==> src/rtl/z16_pkg.sv <==
// Z16 shared widths and types.
// Word/address widths, read-owner tag, byte-to-word address helper.
package z16_pkg;

   localparam int Z16_WORD_W = 16;
   localparam int Z16_ADDR_W = 16;

   typedef enum logic [1:0] {
      OWN_NONE,
      OWN_FETCH,
      OWN_DATA
   } z16_owner_t;

   // Byte address to word address; bit 0 is dropped.
   function automatic logic [Z16_ADDR_W-2:0] word_addr(
      input logic [Z16_ADDR_W-1:0] a
   );
      return a[Z16_ADDR_W-1:1];
   endfunction

endpackage

==> src/rtl/z16_mem_arbiter.sv <==
// Single-port memory arbiter: fetch vs data, data priority with starvation guard.
// Ports: fetch req/addr/gnt/rvalid/rdata, data req/we/addr/wdata/gnt/rvalid/rdata,
// memory en/we/addr/wdata/rdata (one-cycle read latency).
module z16_mem_arbiter
   import z16_pkg::*;
#(
   parameter int unsigned STARVE_LIMIT = 3
) (
   input  logic                  i_clk,
   input  logic                  i_rst_n,
   input  logic                  i_if_req,
   input  logic [Z16_ADDR_W-1:0] i_if_addr,
   output logic                  o_if_gnt,
   output logic                  o_if_rvalid,
   output logic [Z16_WORD_W-1:0] o_if_rdata,
   input  logic                  i_d_req,
   input  logic                  i_d_we,
   input  logic [Z16_ADDR_W-1:0] i_d_addr,
   input  logic [Z16_WORD_W-1:0] i_d_wdata,
   output logic                  o_d_gnt,
   output logic                  o_d_rvalid,
   output logic [Z16_WORD_W-1:0] o_d_rdata,
   output logic                  o_mem_en,
   output logic                  o_mem_we,
   output logic [Z16_ADDR_W-2:0] o_mem_addr,
   output logic [Z16_WORD_W-1:0] o_mem_wdata,
   input  logic [Z16_WORD_W-1:0] i_mem_rdata
);

   localparam logic [3:0] LIMIT = 4'(STARVE_LIMIT);

   z16_owner_t rd_owner;
   logic [3:0] starve_cnt;
   logic       d_win;
   logic       f_win;

   // Gating with i_rst_n keeps every grant and strobe low during reset.
   always_comb begin
      d_win = i_rst_n && i_d_req
              && (!i_if_req || (starve_cnt < LIMIT));
      f_win = i_rst_n && i_if_req && !d_win;
   end

   always_comb begin
      o_if_gnt    = f_win;
      o_d_gnt     = d_win;
      o_mem_en    = f_win || d_win;
      o_mem_we    = d_win && i_d_we;
      o_mem_addr  = '0;
      o_mem_wdata = '0;
      if (d_win) begin
         o_mem_addr  = word_addr(i_d_addr);
         o_mem_wdata = i_d_wdata;
      end else if (f_win) begin
         o_mem_addr  = word_addr(i_if_addr);
      end
   end

   always_comb begin
      o_if_rvalid = (rd_owner == OWN_FETCH);
      o_d_rvalid  = (rd_owner == OWN_DATA);
      o_if_rdata  = o_if_rvalid ? i_mem_rdata : '0;
      o_d_rdata   = o_d_rvalid  ? i_mem_rdata : '0;
   end

   always_ff @(posedge i_clk or negedge i_rst_n) begin
      if (!i_rst_n) begin
         rd_owner   <= OWN_NONE;
         starve_cnt <= '0;
      end else begin
         unique case (1'b1)
            f_win:             rd_owner <= OWN_FETCH;
            d_win && !i_d_we:  rd_owner <= OWN_DATA;
            default:           rd_owner <= OWN_NONE;
         endcase
         // Counts only contested cycles that data won.
         if (d_win && i_if_req)
            starve_cnt <= (starve_cnt < LIMIT)
                          ? starve_cnt + 4'd1 : starve_cnt;
         else
            starve_cnt <= '0;
      end
   end

endmodule

==> config.mk <==
export PLATFORM = sky130hd
export DESIGN_NAME = z16_mem_arbiter
export DESIGN_NICKNAME = d
export VERILOG_FILES = /design/src/rtl/z16_pkg.sv /design/src/rtl/z16_mem_arbiter.sv
export SDC_FILE = /design/constraint.sdc
export NUM_CORES = 1
export LEC_CHECK = 0
export CORE_MARGIN = 1.5
export CORE_UTILIZATION = 25
export CTS_CLUSTER_DIAMETER = 100
export DETAILED_ROUTE_END_ITERATION = 6
export GPL_TIMING_DRIVEN = 0
export PLACE_DENSITY = 0.87
export SYNTH_ARGS = -nofsm -noshare
export SYNTH_HDL_FRONTEND = slang
export SYNTH_SLANG_ARGS = --single-unit
==> constraint.sdc <==
create_clock -name i_clk -period 2.2 [get_ports i_clk]
set_clock_uncertainty 0.15 [all_clocks]
set_input_delay 0.44 -clock i_clk [delete_from_list [all_inputs] [get_ports i_clk]]
set_output_delay 0.44 -clock i_clk [all_outputs]
set_load 0.1 [all_outputs]
== After elaboration in Yosys (flattened, before gate mapping) ==
Index checks and enable logic that the tools add are counted.

* Flip-flop bits (word level): 6

* Reduce and logical (&&, ||, !) cells: 12
* Magnitude comparators: 1
* Add/sub/neg operators: 1
* Muxes and demuxes: 8
* Equality and inequality tests: 3

{| class="wikitable"
|+ Operators by type and width
! kind !! count
|-
| two-way mux 16 bit || 3
|-
| two-way mux 15 bit || 2
|-
| two-way mux 4 bit || 2
|-
| logical AND 1 bit || 7
|-
| adder 4 x 1 -> 4 bit (second input constant) || 1
|-
| less-than comparator 4 x 2 -> 1 bit (second input constant) || 1
|-
| one-hot mux 2 bit (2 select lines) || 1
|-
| logical NOT 1 bit || 3
|-
| equality test 2 x 1 -> 1 bit (second input constant) || 1
|-
| equality test 2 bit (second input constant) || 1
|-
| logical OR 1 bit || 2
|-
| inequality test 2 x 1 -> 1 bit (second input constant) || 1
|}

== Logic depth before layout (Yosys ltp) ==
* Word-level depth: 7
* Mapped depth: 5

== Worst setup path after synthesis ==
Ideal clock, no wire load.

* Path kind: input to output
* Start: in i_rst_n
* End: out o_mem_addr[10]
* Setup slack: -1.603 ns
* Path buffers: 2
* Stages on the path: 4
* Arrival: 3.213 ns
* Cell sequence: buf_4 -> nand2_1 -> buf_2 -> o32ai_1

* Word-level cells in the longest chain between the ends: 6
* Elaborated cells on any way between the ends: 7

{| class="wikitable"
|+ RTL lines
! what !! line !! RTL
|-
| start: declaration || z16_mem_arbiter.sv:10 || <nowiki>input logic i_rst_n,</nowiki>
|-
| logical AND 1 bit || z16_mem_arbiter.sv:39 || <nowiki>d_win = i_rst_n && i_d_req</nowiki>
|-
| logical AND 1 bit || z16_mem_arbiter.sv:40 || <nowiki>&& (!i_if_req || (starve_cnt < LIMIT));</nowiki>
|-
| logical NOT 1 bit || z16_mem_arbiter.sv:41 || <nowiki>f_win = i_rst_n && i_if_req && !d_win;</nowiki>
|-
| logical AND 1 bit || z16_mem_arbiter.sv:41 ||
|-
| two-way mux 15 bit || z16_mem_arbiter.sv:54 || <nowiki>end else if (f_win) begin</nowiki>
|-
| two-way mux 15 bit * || z16_mem_arbiter.sv:51 || <nowiki>if (d_win) begin</nowiki>
|-
| end: declaration || z16_mem_arbiter.sv:25 || <nowiki>output logic [Z16_ADDR_W-2:0] o_mem_addr,</nowiki>
|}

Every way passes the cells marked *; elsewhere a longest branch is shown, timed or not.

== Worst setup path after layout ==
* Start: reg starve_cnt[0]
* End: out o_mem_wdata[8]

* Word-level cells in the longest chain between the ends: 4

{| class="wikitable"
|+ RTL lines
! what !! line !! RTL
|-
| start: declaration || z16_mem_arbiter.sv:33 || <nowiki>logic [3:0] starve_cnt;</nowiki>
|-
| start signal: assignment || z16_mem_arbiter.sv:78 || <nowiki>starve_cnt <= (starve_cnt < LIMIT)</nowiki>
|-
| less-than comparator 4 x 2 -> 1 bit || z16_mem_arbiter.sv:40 ||
|-
| logical OR 1 bit || z16_mem_arbiter.sv:40 ||
|-
| logical AND 1 bit || z16_mem_arbiter.sv:40 ||
|-
| two-way mux 16 bit || z16_mem_arbiter.sv:51 ||
|-
| end: declaration || z16_mem_arbiter.sv:26 || <nowiki>output logic [Z16_WORD_W-1:0] o_mem_wdata,</nowiki>
|}

No other way between the ends.

==> results.ini <==
[setup_path]
cp.arrival_ns=1.86
cp_slowest_cell=dfrtp_1
crit_path_max_incr_delay_ns=0.40
cp_num_buf_inv=3
crit_family=buffers and inverters
startpoint_type=flop
path_cells=ha_4, o31a_1, buf_8, buf_12, nor3b_4, buf_12
end_kind=primary output
crit_required_ns=1.61
worst-setup-path-type=flop to primary output
crit_path_frequent_cell=buf_12
critPathMaxFanout=9

[synthesis]
ys_ff_latch=6
yosys.cell_types.count=22
yosys_most_used_dff=dfrtp_1
ys_seq_area_share_pct=14.9
yosysWarnings=0
syn-cell-area_um2=1010
synth-edff-count=0
postSynth.asyncResetShare_pct=100
avgSynthCellArea_um2=7.80
synth_cells=129

[global_routing]
grt_usage_pct=28.0
grt_pass1_wl_um=9020
grt_pass1_vias=1690
grt_max_degree=11
antenna_found_initial=0
grt_overflow=0

[finish]
drive_gt1_share_pct=55.8
final_cell_count_no_fill=326
final_cell_mix=63 x clkdlybuf4s50_1, 39 x buf_12, 23 x buf_4
areaGrowthSynthToFinish_pct=237
final_common_cell=clkdlybuf4s50_1
final_area_um2=3390
n_antenna_cell=0
final_nets=350

[die]
fp.dieArea_um2=4410
fp.dieW_um=66.4
die_h_um=66.4
coreArea_um2=3770
floorplan.initialDensity_pct=26.7
rows=22
ioPinCount=138

[power_and_ir_drop]
leakagePower_uw=0.00142
comb_power_share_pct=77.3
p_int_uw=612
switching_share_pct=50.8
ir_worst_vdd_mv=0.265
switchingPower_uw=631
power.clock.fraction_pct=13.0
p_seq_share_pct=9.7
pwr_density_cell_nw_per_um2=366
totalPowerFinal_uw=1240

[drt]
met3_length_um=405
drc=0
first_iter_violations=73
viasPerCell=5.08
via_count=1656
top_layer_used=met4
met1_length_um=2240
postRouteAntennaNets=0
wl_um=6800
dr_wl_met2_um=3790
drtPass1Iterations=4
wl_per_cell_um=20.9

[clocking]
insertion_delay_ns=0.22
numCtsBuffers=3
htreeDepth=1
cts.sinks=6
cts_tree=yes
cts_root_buf=clkbuf_8
clkTransAtPathRegs_ns=0.03
clock_path_buffers=2

[sta]
setup_tns_ns=-6.35
rsz0062_at_grt=true
holdWs_ns=0.361
drv_slew=0
fin_crit_ns=2.45
fin_crit_sh_pct=111
tightest_slew_ns=0.519
hold_viol=0
clock.fmax_mhz=408
layout_setup_ws_ns=-0.249
relSlewSlack_pct=65.6
setup_viol=34

[placed_design]
dp_hpwl_um=3800
dp.cells=312
numPortBuffers=134
placedInstanceArea_um2=2910
place.gp.congestion=0.772

[run]
max_cap_violations=0

[outcome]
status=finished with violations
violations=setup timing

[worst_hold_path]
min_path_type=flop to flop

area by class of cell:
cell class	instances	area (um2)
buffer	14	158
clock buffer	3	41.3
fill	143	380
inverter	15	56.3
multi-input combinational	95	1200
sequential	6	150
tap	48	60.1
timing repair buffer	145	1730
final timing paths:
path / start / endpoint / slack (ns) / cells after the start
worst max-delay path: starve_cnt[0] / o_mem_wdata[8] / -0.25 / 6
worst min-delay path: starve_cnt[0] / starve_cnt[0] / 0.36 / 1
worst max register to register: starve_cnt[0] / rd_owner[0] / 0.58 / 6
worst min register to register: starve_cnt[0] / starve_cnt[0] / 0.36 / 1
max in group asynchronous: i_rst_n / rd_owner[0] / 1.08 / 2
min in group asynchronous: i_rst_n / starve_cnt[2] / 0.61 / 2
sequential cells by signal, indices dropped and copies added, names as in the netlist:
name,count
starve_cnt,4
rd_owner,2
cells by family (layout without fill, tap and decap cells):
logic type	after synthesis	after routing	synth area share, %
other	1	2	0.373
buffers and inverters	29	177	14.9
and+or+nand+nor	75	75	53.9
AOI/OAI and AO/OA	17	17	14.7
DFF	6	6	14.9
adders and majority gates	1	1	1.24
routing by layer:
layer / vias up / global-route usage [%]
li1: 750 / -
met1: 771 / 27.1
met2: 107 / 56.0
met3: 28 / 5.11
met4: 0 / 12.2
met5: - / 0
synthesized netlist by cell type, types with 2 or more instances:
cell type  number  area share, %
o32ai_1        15             13
nand2_1         3            1.1
nor2_1          2           0.75
buf_6           3            3.4
buf_2           6            3.0
buf_4           3            2.2
nand3_1        15            7.5
nor3b_2        12             15
nor2b_1         2            1.2
dfrtp_1         6             15
clkbuf_1        2           0.75
inv_1          15            5.6
and2_1         32             20
nor3b_1         5            3.7
power groups by stage:
| stage | logic, uW | registers [uW] | clock network (uW) |
|---|---|---|---|
| floorplan | 587 | 119 | 0 |
| global placement | 815 | 119 | 0 |
| detailed placement | 822 | 119 | 0 |
| CTS | 901 | 119 | 161 |
| global route | 984 | 120 | 167 |
| finish | 961 | 120 | 161 |
stage by stage:
step	worst slack, ns	utilization (%)
3_5_place_dp	-1.60	77.0
5_1_grt	-0.302	89.9
2_1_floorplan	-0.336	-
3_3_place_gp	-1.56	77.0
4_1_cts	-0.233	87.4
6_report	-0.249	89.9
timing repair:
item | 4_1_cts | 5_1_grt
endpoints found under the hold margin | 6 | 0
hold buffers | 1 | 0
gates cloned | 1 | 2
endpoints found under the setup margin | 69 | 68
buffers inserted | 5 | 2
gates resized for setup | 469 | 60
pin swaps | 3 | 7
No activity file was read; power rests on OpenSTA's default activity.
